===== src/rtl/studio2_bus_arbiter_pkg.sv =====
// rtl/studio2_bus_arbiter_pkg.sv - shared enums and address map for the Studio II bus arbiter
// Purpose: region/owner/state encodings and the 16-bit address map used by
//          studio2_addr_decode and studio2_bus_arbiter.
// Ports:   none (package).
package studio2_bus_arbiter_pkg;

  typedef enum logic [1:0] {
    REGION_ROM  = 2'd0,
    REGION_CART = 2'd1,
    REGION_RAM  = 2'd2,
    REGION_NONE = 2'd3
  } region_e;

  typedef enum logic [1:0] {
    OWNER_NONE = 2'd0,
    OWNER_CPU  = 2'd1,
    OWNER_DMA  = 2'd2,
    OWNER_LD   = 2'd3
  } owner_e;

  typedef enum logic [1:0] {
    ST_IDLE = 2'd0,
    ST_ADDR = 2'd1,
    ST_DATA = 2'd2
  } state_e;

  // Address map: ROM, cartridge, 512-byte RAM window, unmapped hole above RAM.
  localparam logic [15:0] ROM_BASE  = 16'h0000;
  localparam logic [15:0] CART_BASE = 16'h0400;
  localparam logic [15:0] RAM_BASE  = 16'h0800;
  localparam logic [15:0] RAM_END   = 16'h0A00;

  localparam logic [7:0] RDATA_IDLE = 8'hFF;
  localparam logic [2:0] STARVE_MAX = 3'd7;

endpackage


===== src/rtl/studio2_addr_decode.sv =====
// rtl/studio2_addr_decode.sv - combinational 16-bit address to region/offset decoder
// Purpose: map a requester address onto the physical memory regions.
// Ports:   addr   in  16  requester address
//          region out 2   region_e encoding (ROM/CART/RAM/NONE)
//          offset out 10  word offset inside the region (0 for NONE)
module studio2_addr_decode
  import studio2_bus_arbiter_pkg::*;
(
  input  logic [15:0] addr,
  output logic [1:0]  region,
  output logic [9:0]  offset
);

  localparam logic [11:0] CART_LO  = CART_BASE[11:0];
  localparam logic [11:0] RAM_LO   = RAM_BASE[11:0];
  localparam logic [9:0]  RAM_SPAN = 10'(RAM_END - RAM_BASE);

  always_comb begin
    region = REGION_NONE;
    offset = '0;
    if (addr[15:12] == 4'h0) begin
      if (addr[11:0] < CART_LO) begin
        region = REGION_ROM;
        offset = addr[9:0];
      end else if (addr[11:0] < RAM_LO) begin
        region = REGION_CART;
        offset = addr[9:0];
      end else if (addr[9:0] < RAM_SPAN) begin
        // Both 0x800 and 0xC00 land here: the RAM window repeats every 1K.
        region = REGION_RAM;
        offset = {1'b0, addr[8:0]};
      end
    end
  end

endmodule


===== src/rtl/studio2_bus_arbiter.sv =====
// rtl/studio2_bus_arbiter.sv - three-way CPU/DMA/loader arbiter onto one memory bus
// Purpose: arbitrate CPU, video DMA and cartridge loader onto a single
//          ADDR/DATA memory bus with CPU starvation promotion.
// Ports:   clk, resetq                      clock, sync active-low reset
//          cpu_req/we/addr/wdata, cpu_ack/rdata   CPU port
//          dma_req/addr, dma_ack/rdata      video DMA read port
//          ld_active/req/addr/data, ld_ack  cartridge loader write port
//          mem_ce/we/region/addr/wdata, mem_rdata  memory bus
//          cpu_starved                      CPU promotion pending
module studio2_bus_arbiter
  import studio2_bus_arbiter_pkg::*;
#(
  parameter int STARVE_LIMIT = 4
) (
  input  logic        clk,
  input  logic        resetq,
  input  logic        cpu_req,
  input  logic        cpu_we,
  input  logic [15:0] cpu_addr,
  input  logic [7:0]  cpu_wdata,
  output logic        cpu_ack,
  output logic [7:0]  cpu_rdata,
  input  logic        dma_req,
  input  logic [15:0] dma_addr,
  output logic        dma_ack,
  output logic [7:0]  dma_rdata,
  input  logic        ld_active,
  input  logic        ld_req,
  input  logic [9:0]  ld_addr,
  input  logic [7:0]  ld_data,
  output logic        ld_ack,
  output logic        mem_ce,
  output logic        mem_we,
  output logic [1:0]  mem_region,
  output logic [9:0]  mem_addr,
  output logic [7:0]  mem_wdata,
  input  logic [7:0]  mem_rdata,
  output logic        cpu_starved
);

  // Limit clamped into the compare width; a limit above 7 can never be reached.
  localparam int         LIMIT_SAT = (STARVE_LIMIT > 8) ? 8 : ((STARVE_LIMIT < 0) ? 0 : STARVE_LIMIT);
  localparam logic [3:0] LIMIT4    = LIMIT_SAT[3:0];

  state_e      r_state;
  owner_e      r_grant;
  owner_e      r_owner;
  logic        r_none;
  logic [2:0]  r_starve_cnt;

  state_e      w_state_nxt;
  owner_e      w_grant_nxt;
  owner_e      w_arb_grant;
  logic [2:0]  w_starve_nxt;
  logic        w_decide;
  logic        w_starved;
  logic        w_ld_elig;
  logic        w_cpu_elig;

  logic [1:0]  w_cpu_region;
  logic [9:0]  w_cpu_off;
  logic [1:0]  w_dma_region;
  logic [9:0]  w_dma_off;
  logic [15:0] w_ld_addr16;
  logic [1:0]  w_ld_region;
  logic [9:0]  w_ld_off;

  logic [1:0]  w_sel_region;
  logic [9:0]  w_sel_off;
  logic        w_sel_we;
  logic [7:0]  w_sel_wdata;

  // The loader only ever targets the cartridge, so its 10-bit address is
  // placed inside the cartridge window before decoding.
  assign w_ld_addr16 = CART_BASE | {6'b0, ld_addr};

  studio2_addr_decode u_dec_cpu (
    .addr   (cpu_addr),
    .region (w_cpu_region),
    .offset (w_cpu_off)
  );

  studio2_addr_decode u_dec_dma (
    .addr   (dma_addr),
    .region (w_dma_region),
    .offset (w_dma_off)
  );

  studio2_addr_decode u_dec_ld (
    .addr   (w_ld_addr16),
    .region (w_ld_region),
    .offset (w_ld_off)
  );

  // Arbitration ---------------------------------------------------------

  assign w_decide   = (r_state == ST_IDLE) || (r_state == ST_DATA);
  assign w_starved  = ({1'b0, r_starve_cnt} >= LIMIT4);
  assign w_ld_elig  = ld_req & ld_active;
  assign w_cpu_elig = cpu_req & ~ld_active;
  assign cpu_starved = w_starved;

  always_comb begin
    w_arb_grant = OWNER_NONE;
    if (w_ld_elig)
      w_arb_grant = OWNER_LD;
    else if (w_starved && w_cpu_elig)
      w_arb_grant = OWNER_CPU;
    else if (dma_req)
      w_arb_grant = OWNER_DMA;
    else if (w_cpu_elig)
      w_arb_grant = OWNER_CPU;
  end

  // Starvation counts lost decisions only; a held-off CPU during a download
  // keeps its count so it is promoted as soon as the download ends.
  always_comb begin
    w_starve_nxt = r_starve_cnt;
    if (!cpu_req) begin
      w_starve_nxt = '0;
    end else if (w_decide && (w_arb_grant != OWNER_NONE)) begin
      if (w_arb_grant == OWNER_CPU)
        w_starve_nxt = '0;
      else if (!ld_active && (r_starve_cnt != STARVE_MAX))
        w_starve_nxt = r_starve_cnt + 3'd1;
    end
  end

  // Address-phase mux from the granted requester --------------------------

  always_comb begin
    w_sel_region = REGION_NONE;
    w_sel_off    = '0;
    w_sel_we     = 1'b0;
    w_sel_wdata  = '0;
    case (r_grant)
      OWNER_CPU: begin
        w_sel_region = w_cpu_region;
        w_sel_off    = w_cpu_off;
        // Writes to ROM/CART from the CPU are silently dropped.
        w_sel_we     = cpu_we && (w_cpu_region == REGION_RAM);
        w_sel_wdata  = cpu_wdata;
      end
      OWNER_DMA: begin
        w_sel_region = w_dma_region;
        w_sel_off    = w_dma_off;
      end
      OWNER_LD: begin
        w_sel_region = w_ld_region;
        w_sel_off    = w_ld_off;
        w_sel_we     = 1'b1;
        w_sel_wdata  = ld_data;
      end
      default: begin
        w_sel_region = REGION_NONE;
      end
    endcase
  end

  // FSM -------------------------------------------------------------------

  always_ff @(posedge clk) begin
    if (!resetq) begin
      r_state <= ST_IDLE;
      r_grant <= OWNER_NONE;
    end else begin
      r_state <= w_state_nxt;
      r_grant <= w_grant_nxt;
    end
  end

  always_comb begin
    w_state_nxt = r_state;
    w_grant_nxt = r_grant;
    mem_ce      = 1'b0;
    mem_we      = 1'b0;
    mem_region  = REGION_NONE;
    mem_addr    = '0;
    mem_wdata   = '0;
    cpu_ack     = 1'b0;
    dma_ack     = 1'b0;
    ld_ack      = 1'b0;
    cpu_rdata   = RDATA_IDLE;
    dma_rdata   = RDATA_IDLE;
    case (r_state)
      ST_IDLE, ST_DATA: begin
        w_grant_nxt = w_arb_grant;
        w_state_nxt = (w_arb_grant != OWNER_NONE) ? ST_ADDR : ST_IDLE;
        if (r_state == ST_DATA) begin
          // Acks are qualified by resetq so a transaction being aborted by
          // reset in its data cycle never reports completion.
          cpu_ack = resetq && (r_owner == OWNER_CPU);
          dma_ack = resetq && (r_owner == OWNER_DMA);
          ld_ack  = resetq && (r_owner == OWNER_LD);
          if (r_owner == OWNER_CPU && !r_none) cpu_rdata = mem_rdata;
          if (r_owner == OWNER_DMA && !r_none) dma_rdata = mem_rdata;
        end
      end
      ST_ADDR: begin
        w_state_nxt = ST_DATA;
        mem_region  = w_sel_region;
        if (w_sel_region != REGION_NONE) begin
          mem_ce    = 1'b1;
          mem_we    = w_sel_we;
          mem_addr  = w_sel_off;
          mem_wdata = w_sel_we ? w_sel_wdata : 8'h00;
        end
      end
      default: begin
        w_state_nxt = ST_IDLE;
        w_grant_nxt = OWNER_NONE;
      end
    endcase
  end

  // Data-phase bookkeeping ------------------------------------------------

  always_ff @(posedge clk) begin
    if (!resetq) begin
      r_owner      <= OWNER_NONE;
      r_none       <= 1'b1;
      r_starve_cnt <= '0;
    end else begin
      if (r_state == ST_ADDR) begin
        r_owner <= r_grant;
        r_none  <= (w_sel_region == REGION_NONE);
      end
      r_starve_cnt <= w_starve_nxt;
    end
  end

endmodule

===== config.mk =====
export PLATFORM = sky130hd
export DESIGN_NAME = studio2_bus_arbiter
export DESIGN_NICKNAME = d
export VERILOG_FILES = /design/src/rtl/studio2_bus_arbiter_pkg.sv /design/src/rtl/studio2_addr_decode.sv /design/src/rtl/studio2_bus_arbiter.sv
export SDC_FILE = /design/constraint.sdc
export NUM_CORES = 1
export LEC_CHECK = 0
export ABC_CLOCK_PERIOD_IN_PS = 1760
export BUFFER_PORTS_ARGS = -buffer_cell sky130_fd_sc_hd__buf_2
export CORE_MARGIN = 3
export CORE_UTILIZATION = 36
export DETAILED_ROUTE_END_ITERATION = 10
export PLACE_DENSITY = 0.88
export RECOVER_POWER = 50
export SLEW_MARGIN = 5
export SYNTH_ARGS = -nofsm -noshare
export SYNTH_HDL_FRONTEND = slang
export SYNTH_SLANG_ARGS = --single-unit
export TNS_END_PERCENT = 50

===== constraint.sdc =====
create_clock -name clk -period 1.76 [get_ports clk]
set_input_delay 0 -clock clk [delete_from_list [all_inputs] [get_ports clk]]
set_output_delay 0 -clock clk [all_outputs]
set_load 0.005 [all_outputs]

# Word-level counts from Yosys, hierarchy flattened
# Cells that the tools add are included.
op_classes:
  addsub: 1
  n_lt_le_gt_ge: 10
  n_eq_ne: 13
  n_mux: 57
  bitwise: 3
  reduce_logical: 20
op_table:
  columns: ["op", "count"]
  rows:
  - ["$mux 10", 10]
  - ["$mux 8", 9]
  - ["$lt 10x10->1 const B", 3]
  - ["$pmux 10 s3", 1]
  - ["$mux 9", 3]
  - ["$lt 12x11->1 const B", 2]
  - ["$lt 12x12->1 const B", 2]
  - ["$mux 2", 12]
  - ["$pmux 8 s2", 1]
  - ["$mux 1", 15]
  - ["$eq 2x2->1 const B", 7]
  - ["$lt 11x12->1 const B", 1]
  - ["$lt 11x11->1 const B", 1]
  - ["$logic_and 1x1->1", 9]
  - ["$eq 2x1->1 const B", 4]
  - ["$logic_not 4->1", 2]
  - ["$pmux 2 s2", 2]
  - ["$mux 3", 2]
  - ["$pmux 2 s3", 1]
  - ["$reduce_and 2->1", 2]
  - ["$reduce_bool 2->1", 2]
  - ["$add 3x1->3 const B", 1]
  - ["$ge 3x3->1 const B", 1]
  - ["$ne 3x3->1 const B", 1]
  - ["other kinds (8)", 10]
word_totals:
  register_bits: 10
  output_inout_bits: 42
  wordCells: 109

# Longest topological paths before layout
# Gate-level depths: netlist of run 1.
depth:
  depth_word: 11
  depth_mapped: 6

# Hierarchy
# A second synthesis of run 1 with hierarchy kept.
unflattened:
  hier_cells: 198
  area_unflattened_um2: 1463.9
modules_own_cells:
  columns: ["module", "n_inst", "cells_per_inst", "area_each_um2"]
  rows:
  - ["studio2_bus_arbiter", 1, 150, 1137.3]
  - ["studio2_addr_decode", 3, 16, 108.9]

# Worst setup path after synthesis of run 1
# Ideal clock, no wire load.
synth_timing:
  path_type: "register to output"
  startpoint: "reg r_grant[0]"
  endpoint: "out mem_wdata[0]"
  arrival_ns: 1.531
  path_slack_ns: 0.229
  path_stages_with_launch: 7
  cell_sequence: "dfxtp_1 -> clkbuf_1 -> nand3b_1 -> nor3b_1 -> and3_1 -> clkbuf_1 -> a22o_1"
synth_between:
  elab_chain_cells: 5
  word_cells_on_any_way: 10
synth_rtl:
  columns: ["item", "line_no", "text"]
  rows:
  - ["from (decl)", "studio2_bus_arbiter.sv:46", "owner_e r_grant;"]
  - ["from (signal assigned)", "studio2_bus_arbiter.sv:168", "r_grant <= w_grant_nxt;"]
  - ["$eq 2x2->1 / $eq 2x1->1 (equally long branches)", "studio2_bus_arbiter.sv:136", "case (r_grant)"]
  - ["$pmux 2 s3, or another cell as far along", "studio2_bus_arbiter.sv:136", null]
  - ["$ne 2x2->1 / $mux 8 (equally long branches)", "studio2_bus_arbiter.sv:202, studio2_bus_arbiter.sv:206", null]
  - ["$mux 8 *", "studio2_bus_arbiter.sv:202", "if (w_sel_region != REGION_NONE) begin"]
  - ["$mux 8 *", "studio2_bus_arbiter.sv:185", "case (r_state)"]
  - ["to (decl)", "studio2_bus_arbiter.sv:36", "output logic [7:0] mem_wdata,"]
# Mark *: on every way between the ends. The rest lies on a longest branch, timed or not.

# Worst setup path after layout of run 1
layout_timing:
  startpoint: "in dma_addr[13]"
  endpoint: "out mem_addr[6]"
layout_between:
  elab_chain_cells: 6
  word_cells_on_any_way: 8
layout_rtl:
  columns: ["item", "line_no", "text"]
  rows:
  - ["from (decl)", "studio2_bus_arbiter.sv:24", "input logic [15:0] dma_addr,"]
  - ["$logic_not 4->1 *", "studio2_addr_decode.sv:21", "if (addr[15:12] == 4'h0) begin"]
  - ["$mux 2", "studio2_addr_decode.sv:21", null]
  - ["$pmux 2 s3", "studio2_bus_arbiter.sv:136", null]
  - ["$ne 2x2->1", "studio2_bus_arbiter.sv:202", null]
  - ["$mux 10 *", "studio2_bus_arbiter.sv:202", null]
  - ["$mux 10 *", "studio2_bus_arbiter.sv:185", null]
  - ["to (decl)", "studio2_bus_arbiter.sv:35", "output logic [9:0] mem_addr,"]
# Marked as above.

==> results.md, run 1 <==
* Net switching fraction of the power at 29.20%
* DRT Pass-1 Iters at 6
* Worst Tran Pin Value at 398.7 ps
* # setup viols final at 0
* Seq cells post-synth at 10
* Die width at 62.76 um
* Total power after layout at 0.6667 mW
* Synthesis-to-finish area growth at 63.22%
* Internal at 0.4720 mW
* Half-perimeter wire length after placement at 3.375 mm
* Final Hold Violating Endpoints at 0
* Worst Setup End Kind: output pin
* Post-synthesis average cell area at 7.784 um^2
* Critical path data required time at 1760 ps
* H-Tree Depth at 1
* Highest ir drop seen on vdd at 0.0004245 V
* Iteration-0 DRC count of the detailed router at 112
* Synthesized-area fraction occupied by ao, oa, aoi and oai cells at 39.48%
* Routed Antenna Nets at 0
* Core Util, Final at 65.27%
* Sequential cell area fraction in the yosys report at 17.26%
* Mapped Cells at 149
* Combined area of the multi-input logic cells at 913.4 um^2
* Wire length after detailed routing at 4.215 mm
* Layout Cells excl Fill at 311
* Worst R2R Setup Slack at 380 ps
* Largest fanout on the critical path at 11
* Synth Area in Adders at 3.236%
* Clock-pin slew on the worst setup and hold paths at 60 ps
* Fin Hold WS at 42.66 ps
* Result of the run: finished, final reports clean
* Leading cell type in the layout, fill and taps excluded: buf_2
* Clock tree root driver cell: clkbuf_4
* Pin count of the biggest net entering global routing at 18
* Fraction of final layout cells with drive strength greater than 1 at 54.65%
* Type of the worst min-delay path: in -> reg
* Cell variety after synth at 40
* Routed length per placed instance at 13.55 um
* Clock group share of total power at 30.7%
* Fraction of the cycle the final worst path needs at 98.02%
* LEAKAGE at 0.8777 nW
* Final-layout setup total negative slack at 0 ps
* Initial antenna violation count at 0
* Arrival time worst endpoint at 1730 ps
* Top library cells by usage in the layout, fill and taps aside: buf_2, or3_1, a21oi_1
* Post-layout minimum cycle time at 1725 ps
* Number of clock sinks at 10
* Mapped Area at 1160 um^2
* Hold worst-path end: r_starve_cnt[1]
* Worst flop-to-flop path startpoint: r_starve_cnt[0]
* Via Count at 1651
* Total die area at 3939 um^2
* Dominant combinational cell family by area after synthesis: compound AO/OA/AOI/OAI gates
* Final nets at 346
* Post-synthesis net count at 225
* Initial Utilization at 39.99%
* Worst Setup Start Kind: primary input
* Max cap viols at 0
* Number of cells on the worst reg-to-reg path at 6
* TritonCTS clock tree: built
* Number of inserted diodes at 0
* Part of the total power dissipated in sequential elements at 37.7%
* Worst setup path class: in -> out
* Vias per cell at 5.309
* Gr usage total at 20.23%
* Area fraction in and, or, nand and nor cells after synthesis at 34.74%
* Worst-skew pair later-pin latency at 260 ps
* Fillers at 274
* Die extent in y at 62.76 um
* Global-route wire length before repair at 6.762 mm
* Parity-gate share of the synthesized area counting xor and xnor cells at 0%
* Total grt overflow at 0
* Row count at 19
* Area taken by flip-flops and latches at 205.2 um^2
* Comb power frac at 31.5%
* Hold path startpoint: cpu_req
* Worst relative slew slack at 73.42%
* Floorplan Core Area at 2900 um^2
* Most used DFF post-synth: dfxtp_1
* Worst-case clock buffer depth at 2
* Skew final at 5.017 ps
* Reported net switching power at 0.1947 mW
* Hold Crit Depth at 3
* Warnings from Yosys at 0
* Placed cell count at 302
* Share of synthesized flip-flops with an asynchronous set or reset at 0%
* Number of top-level pins at 115
* Vias in the first global route at 1517
* Gpl congestion at 0.9476
* Number of synthesized flops with an enable pin at 0
* Mux contribution to synthesized area at 0%
* Peak clock frequency supported by timing at 0.5796 GHz
* Number of buffer cells added on primary ports at 114
* DRC Markers at 0
* Power density over the cells at 352.2 nW/um^2
* Number of pins with negative max-slew slack in the final report at 0
* Number of CTS-inserted buffers at 3
* Worst r2r dst: r_starve_cnt[2]
area by class of cell:
class	count	area share, %
Tap cell	42	2.776
Inverter	4	0.9914
Sequential cell	10	10.84
Timing Repair Buffer	126	35.23
Clock buffer	4	1.917
Multi-Input combinational cell	125	48.25
synth_stat cells (all sizes together), types with 2 or more instances:
| library cell | n | area [um^2] |
|---|---|---|
| a32oi | 2 | 17.52 |
| nor3b | 3 | 22.52 |
| or3 | 16 | 100.1 |
| nand4 | 3 | 18.77 |
| a221oi | 9 | 78.83 |
| a2111oi | 2 | 55.05 |
| or3b | 2 | 17.52 |
| nor2b | 3 | 18.77 |
| and2 | 3 | 18.77 |
| buf | 2 | 16.26 |
| nand2 | 6 | 22.52 |
| ha | 3 | 37.54 |
| a22o | 8 | 70.07 |
| o21ai | 6 | 30.02 |
| clkbuf | 8 | 30.03 |
| nand2b | 5 | 31.28 |
| dfxtp | 10 | 200.2 |
| and3 | 11 | 68.82 |
| nor2 | 5 | 18.77 |
| nand3 | 3 | 15.01 |
| a21oi | 19 | 125.1 |
| inv | 4 | 15.01 |
| a211oi | 2 | 15.01 |
layer usage:
metal | vias to the layer above | wire length (um) | track usage [%]
li1 | 827 | - | -
met1 | 729 | 1639 | 24.27
met2 | 91 | 2189 | 36.62
met3 | 4 | 359 | 5.216
met4 | 0 | 26 | 3.030
met5 | - | 0 | 0
flip-flops by register name, indices dropped and copies added (netlist names):
register and cells:
r_starve_cnt 3, r_grant 2, r_owner 2, r_state 2, r_none 1
power by group through the flow:
stage	clock [mW]	sequential, mW	combinational (mW)
after floorplan	0	0.252	0.0818
after global placement	0	0.255	0.185
after detailed placement	0	0.256	0.191
after CTS	0.210	0.251	0.193
after global routing	0.232	0.253	0.234
final	0.205	0.252	0.210
worst max path at each step:
| stage | start | end | slack (ps) | depth (start not counted) |
|---|---|---|---|---|
| final | dma_addr[13] | mem_addr[6] | 30 | 7 |
| after global routing | r_state[1] | mem_addr[0] | -70 | 6 |
| after CTS | r_state[0] | mem_wdata[3] | 20 | 5 |
| after detailed placement | dma_addr[13] | mem_addr[6] | 90 | 6 |
| after global placement | dma_addr[13] | mem_addr[4] | 130 | 6 |
| after floorplan | r_grant[0] | mem_wdata[0] | 230 | 6 |
stage by stage:
step	worst slack [ps]	instance area [um^2]
5_1_grt	-68.89	1893
3_3_place_gp	130.2	1789
3_5_place_dp	88.52	1789
2_1_floorplan	228.9	1160
4_1_cts	15.26	1827
6_report	34.78	1893
worst max-delay path, cell delays in order:
cell and delay (ps):
buf_2 100, or4_4 600, a2111oi_4 390, a32oi_1 140
buf_4 220, a21oi_2 140, buf_2 130
cells by family after synthesis:
kind of cell    after synthesis
simple gates                 66
compound gates               56
buf+inv                      14
flops                        10
fa+ha+maj                     3
what timing repair did:
item,4_1_cts,5_1_grt
resized for setup,1,8
setup endpoints to repair,1,23
pin swaps,0,1
hold buffers,0,1
setup buffers,0,4
endpoints found under the hold margin,0,1
No activity file was read; power rests on OpenSTA's default activity.
==> run 2: changes to the inputs <==
==> constraint.sdc (replaced) <==
create_clock -name clk -period 1.76 [get_ports clk]
set_input_delay 0.176 -clock clk [delete_from_list [all_inputs] [get_ports clk]]
set_output_delay 0.176 -clock clk [all_outputs]
set_load 0.005 [all_outputs]
==> results.md, run 2 (synthesis gave the netlist of run 1 again) <==
* Global routing met2 resource utilization at 39.01%
* Via Count at 1681
* Leading cell type in the layout, fill and taps excluded: buf_2
* Worst stage delay on the critical path at 600 ps
* # setup viols final at 11
* Floorplan Core Area at 2900 um^2
* Synthesis-to-finish area growth at 74.11%
* Largest register by flop count: r_starve_cnt
* Worst setup path class: in -> out
* Result of the run: finished, violations left
* Power density over the cells at 313.6 nW/um^2
* Final nets at 352
* Cell area reported after detailed placement at 1847 um^2
* Initial Utilization at 39.99%
* Post-layout minimum cycle time at 1910 ps
* Clock-pin slew on the worst setup and hold paths at 60 ps
* Vias in the first global route at 1689
* Pin count of the biggest net entering global routing at 18
* Total grt overflow at 0
* Half-perimeter wire length after placement at 3.473 mm
* Die extent in y at 62.76 um
* Type of the worst min-delay path: in -> reg
* Die width at 62.76 um
* Critical path data required time at 1580 ps
* RSZ-0062 raised after global routing: yes
* Worst Setup Start Kind: primary input
* Fraction of final layout cells with drive strength greater than 1 at 61.31%
* Top library cells by usage in the layout, fill and taps aside: buf_2, or3_1, buf_4
* Number of hold buffers added after cts at 0
* Placement Setup Slack at -241.0 ps
* Gr usage total at 21.30%
* Gpl congestion at 0.9568
* Number of pins with negative max-slew slack in the final report at 0
* Placed cell count at 308
* Worst-case clock buffer depth at 2
* DRT Pass-1 Iters at 4
* Hold path startpoint: resetq
* Initial antenna violation count at 0
* Worst Setup End Kind: output pin
* Ordered list of cells on the worst path: buf_6 > or4_4 > a2111oi_4 > a32oi_2 > buf_4 > a21oi_2 > buf_2
* Failing checks: setup timing
* Routed length per placed instance at 14.16 um
* Worst flop-to-flop path startpoint: r_grant[0]
* GR Util met3 at 4.317%
* Highest ir drop seen on vdd at 0.0003095 V
* Fraction of the cycle the final worst path needs at 108.5%
* Total power after layout at 0.6332 mW
* Launch point of the critical path: dma_addr[14]
* Peak clock frequency supported by timing at 0.5236 GHz
* Fin Hold WS at 196.6 ps
* Number of buffer cells added on primary ports at 114
* Number of top-level pins at 115
* Vias per cell at 5.320
* CP top delay family: simple AND/OR/NAND/NOR gates
* LEAKAGE at 0.9377 nW
* Layout Cells excl Fill at 316
* Worst Tran Pin Value at 306.9 ps
* Summed area of non-filler cells in the final layout at 2019 um^2
* Worst-skew pair later-pin latency at 260 ps
* Arrival time worst endpoint at 1730 ps
* Wire length after detailed routing at 4.474 mm
* Number of clock sinks at 10
* Total die area at 3939 um^2
* Worst relative slew slack at 79.54%
* Max cap viols at 0
* Iteration-0 DRC count of the detailed router at 117
* H-Tree Depth at 1
* Final worst slack at -149.8 ps
* Flip-flop count of the largest register after layout at 3
* Row count at 19
* Core Util, Final at 69.63%
* Met1 track demand over resource at 24.97%
* Final-layout setup total negative slack at -979.2 ps
* Highest-utilization routing layer at the global route stage: met2
* Skew final at 3.186 ps
* Routed Antenna Nets at 0
* DRC Markers at 0
* Final Hold Violating Endpoints at 0
* Clock tree root driver cell: clkbuf_4
* TritonCTS clock tree: built
* Number of inserted diodes at 0
* Critical path buffers and inverters at 3
* CP max-delay cell: or4_4
* Number of CTS-inserted buffers at 3
* Global-route wire length before repair at 7.251 mm
* Largest fanout on the critical path at 5
-- run 2: changes by cell type in the layout (fill, tap and decap cells not counted), moves of 2 or more --
cell      previous run  this run
a221oi_1             9         3
a221oi_2             0         6
buf_4               10        15
dfxtp_1              8         5
buf_6                1         3
dfxtp_2              1         3
-- run 2: area by class of cell --
type,instances,area [um^2]
Timing Repair Buffer,132,732.0
Tap cell,42,52.55
Clock buffer,3,22.52
Multi-Input combinational cell,125,985.9
Inverter,4,15.01
Sequential cell,10,211.5
Fill cell,254,880.8
-- run 2: timing repair --
| item | in CTS | in global routing |
|---|---|---|
| endpoints found under the hold margin | 0 | 0 |
| pin swaps | 5 | 5 |
| buffers inserted | 3 | 1 |
| setup endpoints to repair | 38 | 39 |
| cloned | 1 | 0 |
| gates resized for setup | 13 | 18 |
-- run 2: power breakdown --
part | internal (mW) | leakage (nW) | switching (mW)
Sequential | 0.238 | 0.0843 | 0.0157
Combinational | 0.120 | 0.840 | 0.108
Clock | 0.0788 | 0.0138 | 0.0737
-- run 2: final timing paths --
| kind | cells past startpoint | slack (ps) | to |
|---|---|---|---|
| max reg2reg | 4 | 350 | r_none |
| min | 2 | 200 | r_grant[1] |
| max | 7 | -150 | mem_addr[3] |
| min reg2reg | 2 | 500 | r_owner[0] |
-- run 2: per-layer routing --
layer / vias up / share of wire, %
met4: 0 / 1.5
met2: 78 / 51
met5: - / 0
met3: 8 / 7.4
met1: 758 / 40
li1: 837 / -
==> run 3: changes to the inputs <==
--- a/config.mk
+++ b/config.mk
@@ -7,11 +7,14 @@
 export LEC_CHECK = 0
 export ABC_CLOCK_PERIOD_IN_PS = 1760
 export BUFFER_PORTS_ARGS = -buffer_cell sky130_fd_sc_hd__buf_2
+export CELL_PAD_IN_SITES_DETAIL_PLACEMENT = 1
+export CELL_PAD_IN_SITES_GLOBAL_PLACEMENT = 1
 export CORE_MARGIN = 3
-export CORE_UTILIZATION = 36
+export CORE_UTILIZATION = 23
 export DETAILED_ROUTE_END_ITERATION = 10
 export PLACE_DENSITY = 0.88
 export RECOVER_POWER = 50
+export SKIP_CTS_REPAIR_TIMING = 1
 export SLEW_MARGIN = 5
 export SYNTH_ARGS = -nofsm -noshare
 export SYNTH_HDL_FRONTEND = slang
==> results.md, run 3 (synthesis gave the netlist of run 1 again) <==
* Global routing met2 resource utilization at 33.01%
* Number of pins with negative max-slew slack in the final report at 0
* Final worst slack at -204.0 ps
* Worst r2r dst: r_none
* Wire length after detailed routing at 5.357 mm
* Gr usage total at 16.13%
* Final Hold Violating Endpoints at 0
* Worst Setup End Kind: output pin
* Clock tree root driver cell: clkbuf_8
* Final nets at 358
* Capturing instance or port of the critical path: mem_addr[0]
* Iteration-0 DRC count of the detailed router at 29
* Worst-skew pair later-pin latency at 240 ps
* Vias in the first global route at 1796
* Critical path data required time at 1580 ps
* Pin count of the biggest net entering global routing at 17
* Worst Setup Start Kind: primary input
* Worst Tran Pin Value at 288.7 ps
* Number of CTS-inserted buffers at 3
* Row count at 25
* Initial Utilization at 24.24%
* Type of the worst min-delay path: in -> reg
* Global-route wire length before repair at 8.052 mm
* Total grt overflow at 0
* Synthesis-to-finish area growth at 83.82%
* H-Tree Depth at 1
* Launch point of the critical path: dma_addr[14]
* Leading cell type in the layout, fill and taps excluded: buf_2
* # setup viols final at 20
* LEAKAGE at 0.9738 nW
* Worst relative slew slack at 80.75%
* Fraction of final layout cells with drive strength greater than 1 at 60.85%
* Worst flop-to-flop path startpoint: r_grant[1]
* Largest fanout on the critical path at 6
* Placed cell count at 341
* Number of cells on the worst reg-to-reg path at 6
* Gpl congestion at 0.8090
* Final-layout setup total negative slack at -1677 ps
* Ordered list of cells on the worst path: buf_6 > or4_4 > buf_6 > a2111oi_4 > buf_6 > a221oi_2 > a21oi_1 > buf_2
* Power density over the cells at 365.6 nW/um^2
* Worst R2R Setup Slack at 180 ps
* Routed length per placed instance at 15.39 um
* Die extent in y at 77.02 um
* Half-perimeter wire length after placement at 4.186 mm
* Post-layout minimum cycle time at 1964 ps
* Vias per cell at 5.083
* DRC Markers at 0
* Routed Antenna Nets at 0
* Largest register by flop count: r_starve_cnt
* Met1 track demand over resource at 15.99%
* Floorplan Core Area at 4786 um^2
* Number of buffer cells added on primary ports at 114
* Via Count at 1769
* RSZ-0062 raised after global routing: yes
* Highest-utilization routing layer at the global route stage: met2
* CP Depth at 8
* Critical path buffers and inverters at 4
* Skew final at 1.467 ps
* Failing checks: setup timing
* CP top delay family: buffers and inverters
* Fraction of the cycle the final worst path needs at 111.6%
* TritonCTS clock tree: built
* Most prevalent standard cell on the critical path: buf_6
* DRT Pass-1 Iters at 4
* Number of inserted diodes at 0
* Number of clock sinks at 10
* Total die area at 5931 um^2
* Die width at 77.02 um
* GR Util met3 at 5.047%
* Peak clock frequency supported by timing at 0.5092 GHz
* Worst setup path class: in -> out
* Number of top-level pins at 115
* Top library cells by usage in the layout, fill and taps aside: buf_2, buf_4, or3_1
* Highest ir drop seen on vdd at 0.0004114 V
* Initial antenna violation count at 0
* Flip-flop count of the largest register after layout at 3
* Layout Cells excl Fill at 348
* Worst stage delay on the critical path at 570 ps
* Worst-case clock buffer depth at 2
* Clock-pin slew on the worst setup and hold paths at 50 ps
* Arrival time worst endpoint at 1790 ps
* Result of the run: finished, violations left
* CP max-delay cell: or4_4
* Max cap viols at 0
## run 3: cell count changes in the layout (fill, tap and decap cells not counted), sizes merged
cell,delta
clkbuf,+6
buf,+1
## run 3: worst min path at each step
stage / from / cells past startpoint / end
after floorplan: resetq / 1 / r_grant[1]
after global placement: resetq / 2 / r_grant[1]
after detailed placement: resetq / 2 / r_state[0]
after CTS: resetq / 2 / r_state[0]
after global routing: resetq / 2 / r_grant[1]
final: resetq / 2 / r_grant[1]
## run 3: final cells by class
| type | instances | area [um^2] |
|---|---|---|
| inverters | 4 | 15.01 |
| repair buffers | 138 | 777.0 |
| clock buffers | 4 | 55.05 |
| well taps | 67 | 83.83 |
| multi-input cells | 125 | 991.0 |
| fillers | 624 | 2654 |
| flip-flops and latches | 10 | 210.2 |
## run 3: through the flow
stage	utilization (%)	instance area (um^2)	power, mW	worst slack, ps	hold WS, ps
2_1_floorplan	-	1160	0.3335	52.89	293.7
3_3_place_gp	40.24	1926	0.4606	-245.5	475.6
3_5_place_dp	40.24	1926	0.4718	-251.1	482.7
4_1_cts	41.39	1981	0.7724	-258.7	229.3
5_1_grt	44.55	2132	0.8267	-258.1	238.5
6_report	44.55	2132	0.7794	-204.0	230.8
## run 3: per-layer routing
layer / wire [um] / vias to the layer above
met2: 2874 / 80
met1: 1971 / 833
met3: 477 / 4
li1: - / 852
met4: 34 / 0
met5: 0 / -
## run 3: power breakdown
| part | internal [mW] | switching, mW | leakage, nW |
|---|---|---|---|
| sequential | 0.238 | 0.0169 | 0.0840 |
| combinational | 0.120 | 0.113 | 0.861 |
| clock | 0.197 | 0.0944 | 0.0288 |
## run 3: worst reg2reg max path: cells and delay by family (launching register included)
kind / cells / cell delay, ps
buffers and inverters: 3 / 390
AO/OA/AOI/OAI: 3 / 700
flip-flops: 1 / 360
